File: src/rtl/mem_ctrl_pkg.sv
// rtl/mem_ctrl_pkg.sv - shared op encodings, truth constants and state/source types for mem_ctrl
package mem_ctrl_pkg;

  localparam logic TRUE  = 1'b1;
  localparam logic FALSE = 1'b0;

  localparam logic [5:0] OP_LB  = 6'd1;
  localparam logic [5:0] OP_LH  = 6'd2;
  localparam logic [5:0] OP_LW  = 6'd3;
  localparam logic [5:0] OP_LBU = 6'd4;
  localparam logic [5:0] OP_LHU = 6'd5;
  localparam logic [5:0] OP_SB  = 6'd6;
  localparam logic [5:0] OP_SH  = 6'd7;
  localparam logic [5:0] OP_SW  = 6'd8;

  typedef enum logic [1:0] {ST_IDLE, ST_READ, ST_WRITE} state_e;
  typedef enum logic [1:0] {SRC_FETCH, SRC_LOAD, SRC_STORE} src_e;

  function automatic logic [2:0] op_bytes(input logic [5:0] op);
    case (op)
      OP_LB, OP_LBU, OP_SB: return 3'd1;
      OP_LH, OP_LHU, OP_SH: return 3'd2;
      default:              return 3'd4;
    endcase
  endfunction

endpackage

File: src/rtl/mem_ctrl.sv
// rtl/mem_ctrl.sv - byte-serial RAM arbiter for fetch, load and committed-store traffic
// One request at a time; RAM read data arrives one cycle after its address.
module mem_ctrl
  import mem_ctrl_pkg::*;
(
  input  logic        clk,
  input  logic        rst,
  input  logic        rdy,
  input  logic        rollback,
  input  logic        io_buffer_full,
  input  logic        if_sgn,
  input  logic [31:0] if_addr,
  output logic        if_valid,
  output logic [31:0] if_inst,
  input  logic        load_store_sgn,
  input  logic [5:0]  load_store_op,
  input  logic [31:0] load_store_addr,
  output logic        mem_valid,
  output logic [31:0] mem_res,
  input  logic        store_sgn,
  input  logic [5:0]  store_op,
  input  logic [31:0] store_addr,
  input  logic [31:0] store_data,
  output logic        finish_store,
  input  logic [7:0]  mem_din,
  output logic [7:0]  mem_dout,
  output logic [31:0] mem_a,
  output logic        mem_wr
);

  state_e      state_q, state_d;
  src_e        src_q, src_d;
  logic [2:0]  cnt_q, cnt_d, nb_q, nb_d;
  logic [5:0]  op_q, op_d;
  logic [31:0] addr_q, addr_d, data_q, data_d, buf_q, buf_d;
  logic [31:0] mem_a_q, mem_a_d, if_inst_q, if_inst_d, mem_res_q, mem_res_d;
  logic [7:0]  mem_dout_q, mem_dout_d;
  logic        if_valid_q, if_valid_d, mem_valid_q, mem_valid_d, finish_q, finish_d;
  logic [2:0]  nxt;
  logic [1:0]  rd_idx;
  logic        io_block, pulse_q;

  function automatic logic [31:0] extend(input logic [31:0] w, input logic [5:0] op);
    case (op)
      OP_LB:   return {{24{w[7]}}, w[7:0]};
      OP_LBU:  return {24'h0, w[7:0]};
      OP_LH:   return {{16{w[15]}}, w[15:0]};
      OP_LHU:  return {16'h0, w[15:0]};
      default: return w;
    endcase
  endfunction

  assign nxt      = cnt_q + 3'd1;
  assign rd_idx   = cnt_q[1:0] - 2'd1;
  assign io_block = (addr_q[17:16] == 2'b11) && io_buffer_full;
  // No new request is taken while a done pulse is showing, so a requester
  // that drops its sgn on seeing the pulse is never accepted twice.
  assign pulse_q  = if_valid_q | mem_valid_q | finish_q;

  always_comb begin
    state_d     = state_q;
    src_d       = src_q;
    cnt_d       = cnt_q;
    nb_d        = nb_q;
    op_d        = op_q;
    addr_d      = addr_q;
    data_d      = data_q;
    buf_d       = buf_q;
    mem_a_d     = mem_a_q;
    mem_dout_d  = mem_dout_q;
    if_inst_d   = if_inst_q;
    mem_res_d   = mem_res_q;
    if_valid_d  = if_valid_q;
    mem_valid_d = mem_valid_q;
    finish_d    = finish_q;
    if (rdy == TRUE) begin
      if_valid_d  = FALSE;
      mem_valid_d = FALSE;
      finish_d    = FALSE;
      case (state_q)
        ST_IDLE: if (!pulse_q) begin
          cnt_d = 3'd0;
          if (store_sgn) begin
            state_d    = ST_WRITE;
            src_d      = SRC_STORE;
            nb_d       = op_bytes(store_op);
            op_d       = store_op;
            addr_d     = store_addr;
            data_d     = store_data;
            mem_a_d    = store_addr;
            mem_dout_d = store_data[7:0];
          end else if (!rollback && load_store_sgn) begin
            state_d = ST_READ;
            src_d   = SRC_LOAD;
            nb_d    = op_bytes(load_store_op);
            op_d    = load_store_op;
            addr_d  = load_store_addr;
            mem_a_d = load_store_addr;
          end else if (!rollback && if_sgn) begin
            state_d = ST_READ;
            src_d   = SRC_FETCH;
            nb_d    = 3'd4;
            op_d    = OP_LW;
            addr_d  = if_addr;
            mem_a_d = if_addr;
          end
        end
        ST_READ: if (rollback) begin
          state_d = ST_IDLE;
          cnt_d   = 3'd0;
        end else begin
          // cnt_q counts addresses already issued; byte cnt_q-1 is on mem_din now.
          if (cnt_q != 3'd0) buf_d[{rd_idx, 3'b000} +: 8] = mem_din;
          if (cnt_q == nb_q) begin
            state_d = ST_IDLE;
            cnt_d   = 3'd0;
            if (src_q == SRC_FETCH) begin
              if_valid_d = TRUE;
              if_inst_d  = buf_d;
            end else begin
              mem_valid_d = TRUE;
              mem_res_d   = extend(buf_d, op_q);
            end
          end else begin
            cnt_d = nxt;
            if (nxt < nb_q) mem_a_d = addr_q + {29'd0, nxt};
          end
        end
        ST_WRITE: if (!io_block) begin
          if (nxt == nb_q) begin
            state_d  = ST_IDLE;
            cnt_d    = 3'd0;
            finish_d = TRUE;
          end else begin
            cnt_d      = nxt;
            mem_a_d    = addr_q + {29'd0, nxt};
            mem_dout_d = data_q[{nxt[1:0], 3'b000} +: 8];
          end
        end
        default: state_d = ST_IDLE;
      endcase
    end
  end

  always_ff @(posedge clk or posedge rst) begin
    if (rst) begin
      state_q     <= ST_IDLE;
      src_q       <= SRC_FETCH;
      cnt_q       <= 3'd0;
      nb_q        <= 3'd0;
      op_q        <= 6'd0;
      addr_q      <= 32'd0;
      data_q      <= 32'd0;
      buf_q       <= 32'd0;
      mem_a_q     <= 32'd0;
      mem_dout_q  <= 8'd0;
      if_inst_q   <= 32'd0;
      mem_res_q   <= 32'd0;
      if_valid_q  <= FALSE;
      mem_valid_q <= FALSE;
      finish_q    <= FALSE;
    end else begin
      state_q     <= state_d;
      src_q       <= src_d;
      cnt_q       <= cnt_d;
      nb_q        <= nb_d;
      op_q        <= op_d;
      addr_q      <= addr_d;
      data_q      <= data_d;
      buf_q       <= buf_d;
      mem_a_q     <= mem_a_d;
      mem_dout_q  <= mem_dout_d;
      if_inst_q   <= if_inst_d;
      mem_res_q   <= mem_res_d;
      if_valid_q  <= if_valid_d;
      mem_valid_q <= mem_valid_d;
      finish_q    <= finish_d;
    end
  end

  assign mem_wr       = rdy && (state_q == ST_WRITE) && !io_block;
  assign mem_a        = mem_a_q;
  assign mem_dout     = mem_dout_q;
  assign if_valid     = if_valid_q;
  assign if_inst      = if_inst_q;
  assign mem_valid    = mem_valid_q;
  assign mem_res      = mem_res_q;
  assign finish_store = finish_q;

endmodule

File: config.mk
export PLATFORM = sky130hd
export DESIGN_NAME = mem_ctrl
export DESIGN_NICKNAME = d
export VERILOG_FILES = /design/src/rtl/mem_ctrl_pkg.sv /design/src/rtl/mem_ctrl.sv
export SDC_FILE = /design/constraint.sdc
export NUM_CORES = 1
export LEC_CHECK = 0
export BUFFER_PORTS_ARGS = -buffer_cell sky130_fd_sc_hd__buf_2
export CORE_MARGIN = 2
export CORE_UTILIZATION = 46
export DETAILED_ROUTE_END_ITERATION = 10
export PLACE_DENSITY = 0.81
export SYNTH_ARGS = -nofsm -noshare
export SYNTH_HDL_FRONTEND = slang
export SYNTH_SLANG_ARGS = --single-unit
export TNS_END_PERCENT = 1
File: constraint.sdc
create_clock -name clk -period 6 [get_ports clk]
set_input_delay 0.3 -clock clk [delete_from_list [all_inputs] [get_ports clk]]
set_output_delay 0.3 -clock clk [all_outputs]
set_load 0.01 [all_outputs]
## Word level (Yosys, flattened, before mapping)

Index checks and enable logic that the tools add are counted.

- Add/subtract/negate cells: 4
- Magnitude comparators: 1
- Equal/unequal tests: 31
- Shift operators: 3
- Muxes and demuxes: 55
- Bitwise gates (word level): 5
- Reductions and logical operators: 26

Operator list:

| operator | number |
|---|---|
| two-way mux 32 bit | 10 |
| one-hot mux 32 bit (4 select lines) | 1 |
| one-hot mux 32 bit (3 select lines) | 1 |
| equality test 6 x 3 -> 1 bit (second input constant) | 10 |
| adder 32 x 3 -> 32 bit | 1 |
| bitwise mux 32 bit | 1 |
| two-way mux 8 bit | 4 |
| variable shift 8 x 7 -> 32 bit (first input constant) | 1 |
| indexed part select 32 x 6 -> 8 bit | 1 |
| indexed part select 8 x 7 -> 32 bit | 1 |
| two-way mux 3 bit | 8 |
| two-way mux 2 bit | 11 |
| equality test 6 x 1 -> 1 bit (second input constant) | 3 |
| equality test 6 x 2 -> 1 bit (second input constant) | 3 |
| two-way mux 6 bit | 3 |
| != test 2 bit (second input constant) | 8 |
| one-hot mux 8 bit (2 select lines) | 1 |
| one-hot mux 3 bit (2 select lines) | 2 |
| AND reduction 4 bit | 3 |
| AND reduction 6 bit | 2 |
| OR reduction 3 bit | 4 |
| two-way mux 1 bit | 11 |
| AND reduction 5 bit | 2 |
| one-hot mux 3 bit (3 select lines) | 1 |
| 19 further kinds | 32 |

- Register bits: 219
- Bits of input ports: 156
- Output and inout bits: 108
- Word-level logic and storage cells: 140

## Depth between registers and ports, before layout

Gate-level depths: netlist of run 1.

- Depth in word-level cells: 7
- Depth in mapped cells: 13
- Depth with buffers taken out: 9

## Least setup slack after synthesis of run 1

Ideal clock, no wire load.

- Path type: flip-flop to flip-flop
- Start point: register cnt_q[0]
- End point: register mem_a_q[28], in the netlist mem_a[28]
- Data arrival time: 4.168 ns
- Required time: 5.874 ns
- Slack: 1.706 ns
- Cell stages (with the launch flop): 14
- Buffers on the path: 4
- Period minus slack after synthesis: 4.294 ns
- Cells stage by stage: dfrtp_1 clkbuf_1 clkbuf_1 inv_1 ha_1 buf_1 clkbuf_1 inv_1 fa_1 nor2b_1 o2111ai_1 nor4_1 xor2_1 a221o_1

- Word-level cells in the longest chain between the ends: 6

RTL lines:

| element | RTL line | source |
|---|---|---|
| from (decl) | mem_ctrl.sv:33 | `logic [2:0] cnt_q, cnt_d, nb_q, nb_d;` |
| from (signal assigned) | mem_ctrl.sv:165 | `cnt_q <= cnt_d;` |
| adder 3 x 1 -> 3 bit | mem_ctrl.sv:53 | `assign nxt = cnt_q + 3'd1;` |
| adder 32 x 3 -> 32 bit | mem_ctrl.sv:126, mem_ctrl.sv:136 |  |
| two-way mux 32 bit | mem_ctrl.sv:126 | `if (nxt < nb_q) mem_a_d = addr_q + {29'd0, nxt};` |
| two-way mux 32 bit | mem_ctrl.sv:114 | `if (cnt_q == nb_q) begin` |
| two-way mux 32 bit | mem_ctrl.sv:108 | `ST_READ: if (rollback) begin` |
| one-hot mux 32 bit (3 select lines) | mem_ctrl.sv:80 | `case (state_q)` |
| to (signal assigned) | mem_ctrl.sv:171 | `mem_a_q <= mem_a_d;` |
| to (decl) | mem_ctrl.sv:36 | `logic [31:0] mem_a_q, mem_a_d, if_inst_q, if_inst_d, mem_res_q, mem_res_d;` |

Several ways; a longest one is shown, not always the timed one. The select of a mux whose other input is x is not followed.
A chain may end at the register's enable or synchronous reset.

## Worst setup path in the final report of run 1

- Start point: register cnt_q[1]
- End point: register mem_a_q[30], in the netlist mem_a[30]

Same word-level chain as after synthesis.

==> flow_summary_export.csv, run 1 <==
group,metric,value,unit
worst_setup_path,path_cells,"inv_1, ha_1, inv_1, fa_1, nor2b_1, o2111ai_1, nor4_1, xor2_1, a221o_1",
logic_synthesis,synth_nets,1325,
logic_synthesis,yosys-top-cells-count,"nand2_1, dfrtp_1, o21ai_0, nor2_1, mux2i_1",
detailed_routing,drc,0,
detailed_routing,vias_per_cell,5.636,
floorplanning,io_pins,264,
layout,nets,1579,
logic_synthesis,synth_most_common_cell,"nand2_1",
logic_synthesis,synth_xor_area_frac,0.02324,
logic_synthesis,synthFlopType,"dfrtp_1",
power_and_ir_drop,intPower,3.884,mW
power_and_ir_drop,power_density,443.7,nW/um2
job,maxCapViolations,0,
worst_setup_path,end_kind,"flop",
timing,rsz0062_at_grt,"false",
floorplanning,initial_utilization,0.4655,
global_route,grt_antenna_before_repair,7,
worst_setup_path,cpMostUsedCell,"inv_1",
global_route,grt_max_degree,169,
layout,final_core_util,0.5754,
worst_setup_path,reg2reg_to,"mem_a[30]$_DFFE_PP0P_",
layout,drive_gt1_frac,0.2589,
worst_setup_path,required,6400,ps
timing,worst_slew_pin_slew,1193,ps
worst_setup_path,path_depth,9,
floorplanning,dieArea,25730,um2
power_and_ir_drop,pwr-share-seq,0.385,
logic_synthesis,synth_top_area_share,0.4869,
worst_setup_path,r2r_start,"cnt_q[1]$_DFFE_PP0P_",
timing,fin_crit_sh,0.6444,
place,dp_hpwl,21890,um
power_and_ir_drop,clkPwrFrac,0.251,
timing,fin_crit,3866,ps
worst_setup_path,path_buf_inv,2,
power_and_ir_drop,finalPower,6.172,mW
floorplanning,fp.dieH,160.4,um
logic_synthesis,synth_edf_count,0,
logic_synthesis,synth_largest_area_cell,"dfrtp_1",
worst_setup_path,crit_family,"adder cells",
logic_synthesis,syn-instance-count,1154,
logic_synthesis,yosys_register_bits,219,
power_and_ir_drop,ir_worst_vdd,234.2,uV
global_route,grt_pass1_vias,9598,
run_status,status,"finished with violations",
logic_synthesis,synthAdderAreaFrac,0.01734,
clock_tree,cts_tree,"done",
worst_setup_path,r2r_cells,9,
detailed_routing,wl,31890,um
clock_tree,worstSkewPairLatency,530,ps
logic_synthesis,synth_compound_area_frac,0.1424,
floorplanning,coreArea,24180,um2
logic_synthesis,synthMuxAreaShare,0.1195,
global_route,grt_pass1_wl,50780,um
timing,setup_viol,0,
detailed_routing,drt_iter0_drc,903,
worst_setup_path,crit_slowest_cell,"ha_1",
power_and_ir_drop,combinationalPowerShare,0.365,
logic_synthesis,synth_area,11250,um2
worst_setup_path,arrival,4270,ps
logic_synthesis,synth_top_family_by_area,"simple AND/OR/NAND/NOR gates",
clock_tree,cts.sinks,219,
min_path,min_path_type,"input port to asynchronous set/reset pin",
clock_tree,clkSlewWorstSetupHoldPaths,60,ps
run_status,violations,"negative hold slack",
worst_setup_path,path_max_fanout,11,
floorplanning,die_x,160.4,um
clock_tree,clockBufferDepth,3,
timing,slew_violations,0,
detailed_routing,post_drt_wl_per_cell,18.14,um
place,port_buffers,263,
floorplanning,rows,57,
power_and_ir_drop,swShare,0.3707,
global_route,grt_use_total,0.2437,
place,dpl.cell_count,1676,
logic_synthesis,yosysWarnings,0,
worst_setup_path,worst-r2r-setup-slack,2130,ps
place,gp_congestion,0.8917,
logic_synthesis,yosys.area_share.simple,0.1757,
timing,worst_clock_skew,13.17,ps
worst_setup_path,setup.worst_path.class,"flop to flop",
power_and_ir_drop,cellLeakagePower,6.705,nW
layout,fillers,2016,
timing,hold_violations,4,
detailed_routing,vias,9908,
clock_tree,htree_levels,1,
timing,slew_headroom,0.2047,
timing,finalSetupTns,0,ps
clock_tree,root_buffer,"clkbuf_16",
clock_tree,cts_inserted_buffers,25,
timing,fin_hold_ws,-9.005,ps
logic_synthesis,yosysUniqueCellTypes,63,
layout,post_layout_nonfiller_instances,1758,
detailed_routing,ant_nets,0,
logic_synthesis,ys_seq_area_frac,0.4869,
logic_synthesis,synth.avg_cell_area,9.753,um2
logic_synthesis,async_flop_share,1.000,
global_route,gr-total-overflow,0,
layout,syn_to_final_growth,23.60,%
worst_setup_path,critical-path-max-stage-delay,630,ps
power_and_ir_drop,switchingPower,2.288,mW
logic_synthesis,synthTopCellsByArea,"dfrtp_1, nand2_1, mux2i_1",
detailed_routing,dr.pass1.iters,7,
timing,fmax,0.2586,GHz
worst_setup_path,critPathLaunchType,"flop",
worst max-delay path by stage:
stage	slack [ps]	endpoint	from
floorplan	1710	mem_a[28]$_DFFE_PP0P_	cnt_q[0]$_DFFE_PP0P_
global placement	2460	mem_a[6]$_DFFE_PP0P_	cnt_q[1]$_DFFE_PP0P_
detailed placement	2350	mem_a[23]$_DFFE_PP0P_	cnt_q[1]$_DFFE_PP0P_
CTS	2270	mem_a[30]$_DFFE_PP0P_	cnt_q[1]$_DFFE_PP0P_
global route	2020	mem_a[30]$_DFFE_PP0P_	cnt_q[1]$_DFFE_PP0P_
finish	2130	mem_a[30]$_DFFE_PP0P_	cnt_q[1]$_DFFE_PP0P_
cell families (layout without fill, tap and decap cells):
logic type                 Yosys count  after routing
buffers and inverters               94            365
other                                0              9
adders and majority gates           15             15
and+or+nand+nor                    430            430
DFF                                219            219
muxes                              119            119
AOI/OAI and AO/OA                  248            248
xor gates and xnor gates            29             29
routing by layer:
layer | GRT usage | share of wire | wire [um] | vias up
met5 | 0 | 0 | 0 | -
met4 | 0.1081 | 0.045 | 1435 | 0
met3 | 0.03228 | 0.064 | 2030 | 109
met2 | 0.3979 | 0.48 | 15330 | 469
met1 | 0.3272 | 0.41 | 13100 | 4736
li1 | - | - | - | 4594
power groups by stage:
stage	Clock (mW)	Sequential (mW)	Combinational (mW)
2_1_floorplan	0	2.38	1.47
3_3_place_gp	0	2.35	2.13
3_5_place_dp	0	2.37	2.22
4_1_cts	1.56	2.35	2.24
5_1_grt	1.62	2.43	2.48
6_report	1.55	2.37	2.25
sequential cells by signal (all words and copies together), names as in the netlist:
| register | count |
|---|---|
| addr_q | 32 |
| buf_q | 32 |
| cnt_q | 3 |
| data_q | 32 |
| finish_store | 1 |
| if_inst | 32 |
| if_valid | 1 |
| mem_a | 32 |
| mem_dout | 8 |
| mem_res | 32 |
| mem_valid | 1 |
| nb_q | 3 |
| op_q | 6 |
| src_q | 2 |
| state_q | 2 |
per-stage QoR:
step / setup slack, ps / area (um2)
2_1_floorplan: 1706 / 11260
3_3_place_gp: 2463 / 12770
3_5_place_dp: 2346 / 12770
4_1_cts: 2272 / 13890
5_1_grt: 2025 / 13900
6_report: 2134 / 13910
final cells by class:
type                            instances  area [um2]  share of cell area
Antenna cell                            9       22.52            0.001619
Clock buffer                           40       752.0             0.05406
Clock inverter                          4       76.32            0.005487
Inverter                               19       75.07            0.005397
Multi-Input combinational cell        841        5405              0.3886
Sequential cell                       219        5480              0.3940
Tap cell                              324       405.4             0.02914
Timing Repair Buffer                  302        1694              0.1218
worst min-delay path, cell delays in order:
cell	delay (ps)
buf_2	110
clkinvlp_4	50
buf_4	550
cell usage in the layout, fill, tap and decap left out, types with 8 or more instances in the layout:
cell           netlist  final
a21oi_1             45     45
a221o_1             19     19
and2_1              12     12
buf_2                8    263
buf_4                2      9
clkbuf_1            55      8
clkbuf_16            0     25
dfrtp_1            219    219
diode_2              0      9
dlygate4sd3_1        0     29
ha_1                14     14
inv_1               17     16
mux2_2              36     36
mux2i_1             68     68
mux4_2               8      8
nand2_1            220    220
nand2b_1            15     15
nand3_1             17     17
nand4_1             13     13
nor2_1              90     90
nor3_1               8      8
nor4_1              14     14
o21ai_0            109    109
o22a_1              23     23
xnor2_1             13     13
xor2_1              15     15
what timing repair did:
action,CTS,global route
hold buffers,29,0
gates resized for setup,0,0
endpoints found under the hold margin,29,0
buffers inserted,0,0
No activity file was read; power rests on OpenSTA's default activity.
==> run 2: changes to the inputs <==
Settings changed: PLACE_DENSITY 0.81 to 0.78.
Clock period 6 ns to 3.65 ns, I/O delays scaled along.
==> run 2 against run 1 <==
  * The run now ends clean
  * Clock-buffer cell count down 6
  * Register-to-register slack worse by 1800 ps
  * Critical path depth unchanged
  * Setup slack worse by 1800 ps
  * Power up 65%
  * Routed wire length up 0.37%
  * Cell count up 1.4%
  * Via count up 0.18%
  * Design area up 1.8%
  * Non-clock buffer count up 28
  * Die area unchanged
  * Critical endpoint is now mem_a[28]$_DFFE_PP0P_
  * Highest routed layer is now met5
==> flow_summary_export.csv, run 2 (synthesis gave the netlist of run 1 again) <==
group,metric,value,unit
detailed_routing,vias,9926,
floorplanning,coreArea,24180,um2
place,port_buffers,263,
layout,syn_to_final_growth,25.79,%
detailed_routing,ant_nets,0,
floorplanning,rows,57,
worst_setup_path,crit_slowest_cell,"nor2b_1",
worst_setup_path,path_depth,9,
detailed_routing,dr.pass1.iters,5,
worst_setup_path,arrival,3740,ps
clock_tree,htree_levels,1,
clock_tree,worstSkewPairLatency,520,ps
layout,layout_commonest_cell,"buf_2",
layout,drive_gt1_frac,0.2610,
worst_setup_path,critical-path-max-stage-delay,470,ps
global_route,grt_antenna_before_repair,9,
layout,fillers,1989,
floorplanning,io_pins,264,
worst_setup_path,reg2reg_to,"mem_a[28]$_DFFE_PP0P_",
layout,nets,1606,
clock_tree,cts_tree,"done",
power_and_ir_drop,ir_worst_vdd,371.7,uV
clock_tree,cts_inserted_buffers,24,
place,dpl.cell_count,1684,
clock_tree,clockBufferDepth,3,
timing,fin_ws,313.2,ps
detailed_routing,drt_iter0_drc,776,
floorplanning,die_x,160.4,um
global_route,grt_pass1_vias,9675,
global_route,gr-total-overflow,0,
timing,fin_crit,3337,ps
layout,final_cell_mix,"buf_2, nand2_1, dfrtp_1, o21ai_0, nor2_1",
clock_tree,clkSlewWorstSetupHoldPaths,70,ps
place,placed_area,12830,um2
timing,slew_violations,0,
power_and_ir_drop,power_density,717.3,nW/um2
global_route,grt_pass1_wl,50750,um
timing,fmax,0.2997,GHz
power_and_ir_drop,finalPower,10.15,mW
worst_setup_path,cpMostUsedCell,"inv_1",
clock_tree,root_buffer,"clkbuf_16",
job,maxCapViolations,0,
layout,post_layout_nonfiller_instances,1783,
detailed_routing,drc,0,
floorplanning,dieArea,25730,um2
timing,hold_violations,0,
min_path,worstHoldStart,"store_addr[0]",
worst_setup_path,r2r_cells,9,
place,pre_cts_slack,479.8,ps
worst_setup_path,setup.worst_path.class,"flop to flop",
clock_tree,cts.sinks,219,
detailed_routing,wl,32010,um
layout,final_core_util,0.5856,
floorplanning,initial_utilization,0.4655,
timing,fin_crit_sh,0.9142,
worst_setup_path,crit_family,"simple AND/OR/NAND/NOR gates",
worst_setup_path,startpoint,"cnt_q[1]$_DFFE_PP0P_",
place,gp_congestion,0.8913,
detailed_routing,vias_per_cell,5.567,
timing,setup_viol,0,
global_route,grt_max_degree,165,
worst_setup_path,worst-r2r-setup-slack,310,ps
floorplanning,fp.dieH,160.4,um
place,dp_hpwl,21660,um
worst_setup_path,end_kind,"flop",
min_path,hold_depth,3,
timing,fin_hold_ws,10.16,ps
timing,rsz0062_at_grt,"false",
layout,fin_area,14160,um2
timing,worst_clock_skew,8.633,ps
min_path,hold_end,"addr_q[0]$_DFFE_PP0P_",
worst_setup_path,r2r_start,"cnt_q[1]$_DFFE_PP0P_",
worst_setup_path,required,4050,ps
timing,finalSetupTns,0,ps
run_status,status,"complete, no violations",
worst_setup_path,path_cells,"inv_1, ha_1, inv_1, fa_1, nor2b_1, o2111ai_1, nor4_1, xor2_1, a221o_1",
min_path,min_path_type,"input port to flop",
worst_setup_path,path_buf_inv,2,
detailed_routing,post_drt_wl_per_cell,17.95,um
worst_setup_path,critPathLaunchType,"flop",
worst_setup_path,path_max_fanout,7,
timing,worst_slew_pin_slew,1105,ps
power_and_ir_drop,cellLeakagePower,6.834,nW
global_route,grt_use_total,0.2437,
timing,slew_headroom,0.2616,
-- run 2: cell types whose count changed in the layout (fill, tap and decap cells not counted), sizes merged, moves of 2 or more --
| cell | change |
|---|---|
| clkinv | +6 |
| diode | -2 |
| buf | +8 |
| clkbuf | -6 |
| dlygate4sd3 | +20 |
-- run 2: area by class of cell --
cell class,count,area (um2),share of cell area
well taps,324,405.4,0.02863
clock inverters,9,131.4,0.009280
multi-input cells,841,5405,0.3818
repair buffers,330,1954,0.1380
inverters,19,75.07,0.005303
clock buffers,34,688.2,0.04861
diodes,7,17.52,0.001237
flip-flops and latches,219,5480,0.3871
-- run 2: routing by layer --
| metal | GRT usage | share of wire | vias to the layer above |
|---|---|---|---|
| met3 | 0.03745 | 0.059 | 92 |
| li1 | - | - | 4655 |
| met4 | 0.09214 | 0.040 | 4 |
| met2 | 0.4022 | 0.48 | 404 |
| met5 | 0 | 0.00084 | - |
| met1 | 0.3268 | 0.42 | 4771 |
-- run 2: report_power, final --
group          total [mW]  internal [mW]  switching (mW)
Combinational        3.77           1.64            2.13
Clock                2.51           1.52           0.987
Sequential           3.88           3.24           0.640
Total                10.2           6.40            3.76
-- run 2: worst max-delay path by stage --
stage / endpoint / slack (ps)
4_1_cts: mem_a[28]$_DFFE_PP0P_ / 410
6_report: mem_a[28]$_DFFE_PP0P_ / 310
3_5_place_dp: mem_a[28]$_DFFE_PP0P_ / 480
2_1_floorplan: mem_a[28]$_DFFE_PP0P_ / -640
5_1_grt: mem_a[30]$_DFFE_PP0P_ / 90
3_3_place_gp: mem_a[30]$_DFFE_PP0P_ / 520
-- run 2: worst reg2reg max path: cells and delay by family (launching register included) --
family / cells / cell delay (ps)
buffers and inverters: 2 / 170
adders and majority gates: 2 / 790
xor gates and xnor gates: 1 / 110
DFF: 1 / 450
and+or+nand+nor: 2 / 940
AOI/OAI and AO/OA: 2 / 750
-- run 2: repair_timing --
item,CTS,global route
gates resized for setup,0,0
setup buffers,0,0
hold buffers,49,0
endpoints found under the hold margin,123,0
==> run 3: changes to the inputs <==
Settings changed: CTS_BUF_LIST from default to sky130_fd_sc_hd__clkbuf_2.
==> run 3 against run 2 <==
  * Maximum frequency increased by 2.6%
  * Register-to-register slack improved by 90 ps
  * Global-route usage increased by 2.2 points
  * Critical endpoint unchanged
  * Critical path depth unchanged
  * Via count increased by 8.7%
  * Design area increased by 5.0%
  * Largest power group is now combinational logic
==> flow_summary_export.csv, run 3 (synthesis gave the netlist of run 1 again) <==
group,metric,value,unit
run_status,status,"complete, no violations",
detailed_routing,vias,10790,
layout,final_cell_mix,"buf_2, nand2_1, dfrtp_1, dlygate4sd3_1, o21ai_0",
power_and_ir_drop,clkPwrFrac,0.174,
clock_tree,cts_setup_buffers,0,
worst_setup_path,critical-path-max-stage-delay,470,ps
floorplanning,die_x,160.4,um
detailed_routing,ant_nets,0,
detailed_routing,dr.pass1.iters,5,
clock_tree,clockBufferDepth,3,
place,gp_congestion,0.8913,
timing,fin_crit_sh,0.8908,
power_and_ir_drop,pwr-share-seq,0.405,
timing,setup_viol,0,
floorplanning,initial_utilization,0.4655,
global_route,grt_max_degree,165,
power_and_ir_drop,combinationalPowerShare,0.421,
timing,worst_slew_pin_slew,1127,ps
clock_tree,root_buffer,"clkbuf_2",
place,dp_hpwl,21660,um
timing,hold_violations,0,
worst_setup_path,crit_family,"simple AND/OR/NAND/NOR gates",
detailed_routing,drc,0,
global_route,grt_pass1_wl,55220,um
layout,nets,1742,
timing,slew_violations,0,
timing,slew_headroom,0.2484,
power_and_ir_drop,ir_worst_vdd,342.3,uV
worst_setup_path,end_kind,"flop",
place,port_buffers,263,
worst_setup_path,crit_slowest_cell,"nor2b_1",
layout,fin_area,14860,um2
timing,fin_crit,3251,ps
worst_setup_path,cpMostUsedCell,"inv_1",
clock_tree,cts_tree,"done",
worst_setup_path,worst-r2r-setup-slack,400,ps
clock_tree,ctsResizeCount,0,
place,placed_area,12830,um2
clock_tree,worstSkewPairLatency,880,ps
worst_setup_path,setup.worst_path.class,"flop to flop",
floorplanning,rows,57,
floorplanning,dieArea,25730,um2
clock_tree,cts_inserted_buffers,56,
clock_tree,cts.sinks,219,
clock_tree,clkSlewWorstSetupHoldPaths,110,ps
power_and_ir_drop,power_density,644.8,nW/um2
global_route,grt_pass1_vias,10830,
detailed_routing,drt_iter0_drc,802,
power_and_ir_drop,switchingPower,3.865,mW
floorplanning,coreArea,24180,um2
worst_setup_path,critPathLaunchType,"flop",
timing,fmax,0.3076,GHz
layout,syn_to_final_growth,32.03,%
timing,worst_clock_skew,94.62,ps
clock_tree,htree_levels,2,
worst_setup_path,arrival,3960,ps
global_route,grt_use_total,0.2658,
timing,rsz0062_at_grt,"false",
floorplanning,fp.dieH,160.4,um
detailed_routing,wl,34540,um
detailed_routing,vias_per_cell,5.574,
global_route,grt_antenna_before_repair,8,
worst_setup_path,path_max_fanout,7,
min_path,min_path_type,"input port to flop",
detailed_routing,post_drt_wl_per_cell,17.85,um
power_and_ir_drop,intPower,5.715,mW
power_and_ir_drop,cellLeakagePower,7.249,nW
layout,drive_gt1_frac,0.2670,
floorplanning,io_pins,264,
worst_setup_path,path_buf_inv,2,
clock_tree,hold_buffers,153,
worst_setup_path,path_cells,"inv_1, ha_1, inv_1, fa_1, nor2b_1, o2111ai_1, nor4_1, xor2_1, a221o_1",
job,maxCapViolations,0,
power_and_ir_drop,swShare,0.4034,
layout,layout_commonest_cell,"buf_2",
timing,fin_hold_ws,60.22,ps
global_route,gr-total-overflow,0,
worst_setup_path,required,4360,ps
run 3: changes by cell type in the layout (fill, tap and decap cells not counted), moves of 2 or more:
| cell | change |
|---|---|
| dlygate4sd3_1 | +104 |
| clkbuf_2 | +83 |
| clkbuf_16 | -24 |
| clkbuf_1 | -5 |
| clkbuf_8 | -5 |
| clkinv_2 | -4 |
| clkinv_1 | +3 |
| bufinv_16 | -2 |
run 3: path summary, 6_finish.rpt:
kind / from / to / cells past startpoint
worst max-delay path: cnt_q[1]$_DFFE_PP0P_ / mem_a[28]$_DFFE_PP0P_ / 9
worst min-delay path: if_addr[3] / mem_a[3]$_DFFE_PP0P_ / 5
worst max register to register: cnt_q[1]$_DFFE_PP0P_ / mem_a[28]$_DFFE_PP0P_ / 9
worst min register to register: if_inst[6]$_DFFE_PP0P_ / if_inst[6]$_DFFE_PP0P_ / 2
max in group asynchronous: rst / data_q[22]$_DFFE_PP0P_ / 4
min in group asynchronous: rst / mem_a[31]$_DFFE_PP0P_ / 4
run 3: power groups by stage:
stage	clock (mW)	sequential, mW	combinational (mW)
after detailed placement	0	3.88	3.67
after floorplan	0	3.91	2.41
after CTS	1.69	3.84	3.94
after global routing	1.82	3.95	4.39
after global placement	0	3.85	3.56
final	1.67	3.88	4.03
run 3: worst register-to-register path, delay by kind of cell (launching register included):
kind,cells,cell delay (ps)
and+or+nand+nor,2,920
AOI/OAI and AO/OA,2,750
DFF,1,450
adders and majority gates,2,780
buffers and inverters,2,160
xor gates and xnor gates,1,110
run 3: cell type report:
type / count / area (um2)
fill: 1909 / 9318
sequential: 219 / 5480
multi-input combinational: 841 / 5405
timing repair buffer: 434 / 2995
clock buffer: 83 / 415.4
tap: 324 / 405.4
inverter: 19 / 75.07
clock inverter: 7 / 62.56
antenna: 8 / 20.02
run 3: metal layers:
layer  global-route usage  wire length (um)
met2               0.4365             16450
met5                    0                 0
met4               0.1450              1807
met1               0.3300             13760
met3              0.05579              2533
run 3: metrics by stage:
| step | setup WS [ps] | setup TNS, ps | utilization | total power [mW] | std cells |
|---|---|---|---|---|---|
| final | 398.6 | 0 | 0.6146 | 9.581 | 1935 |
| after global routing | 116.7 | 0 | 0.6144 | 10.17 | 1933 |
| after CTS | 462.0 | 0 | 0.6138 | 9.467 | 1927 |
| after detailed placement | 479.8 | 0 | 0.5307 | 7.554 | 1684 |
| after global placement | 520.9 | 0 | 0.5307 | 7.413 | 1684 |
| after floorplan | -644.5 | -5555 | - | 6.315 | 1154 |
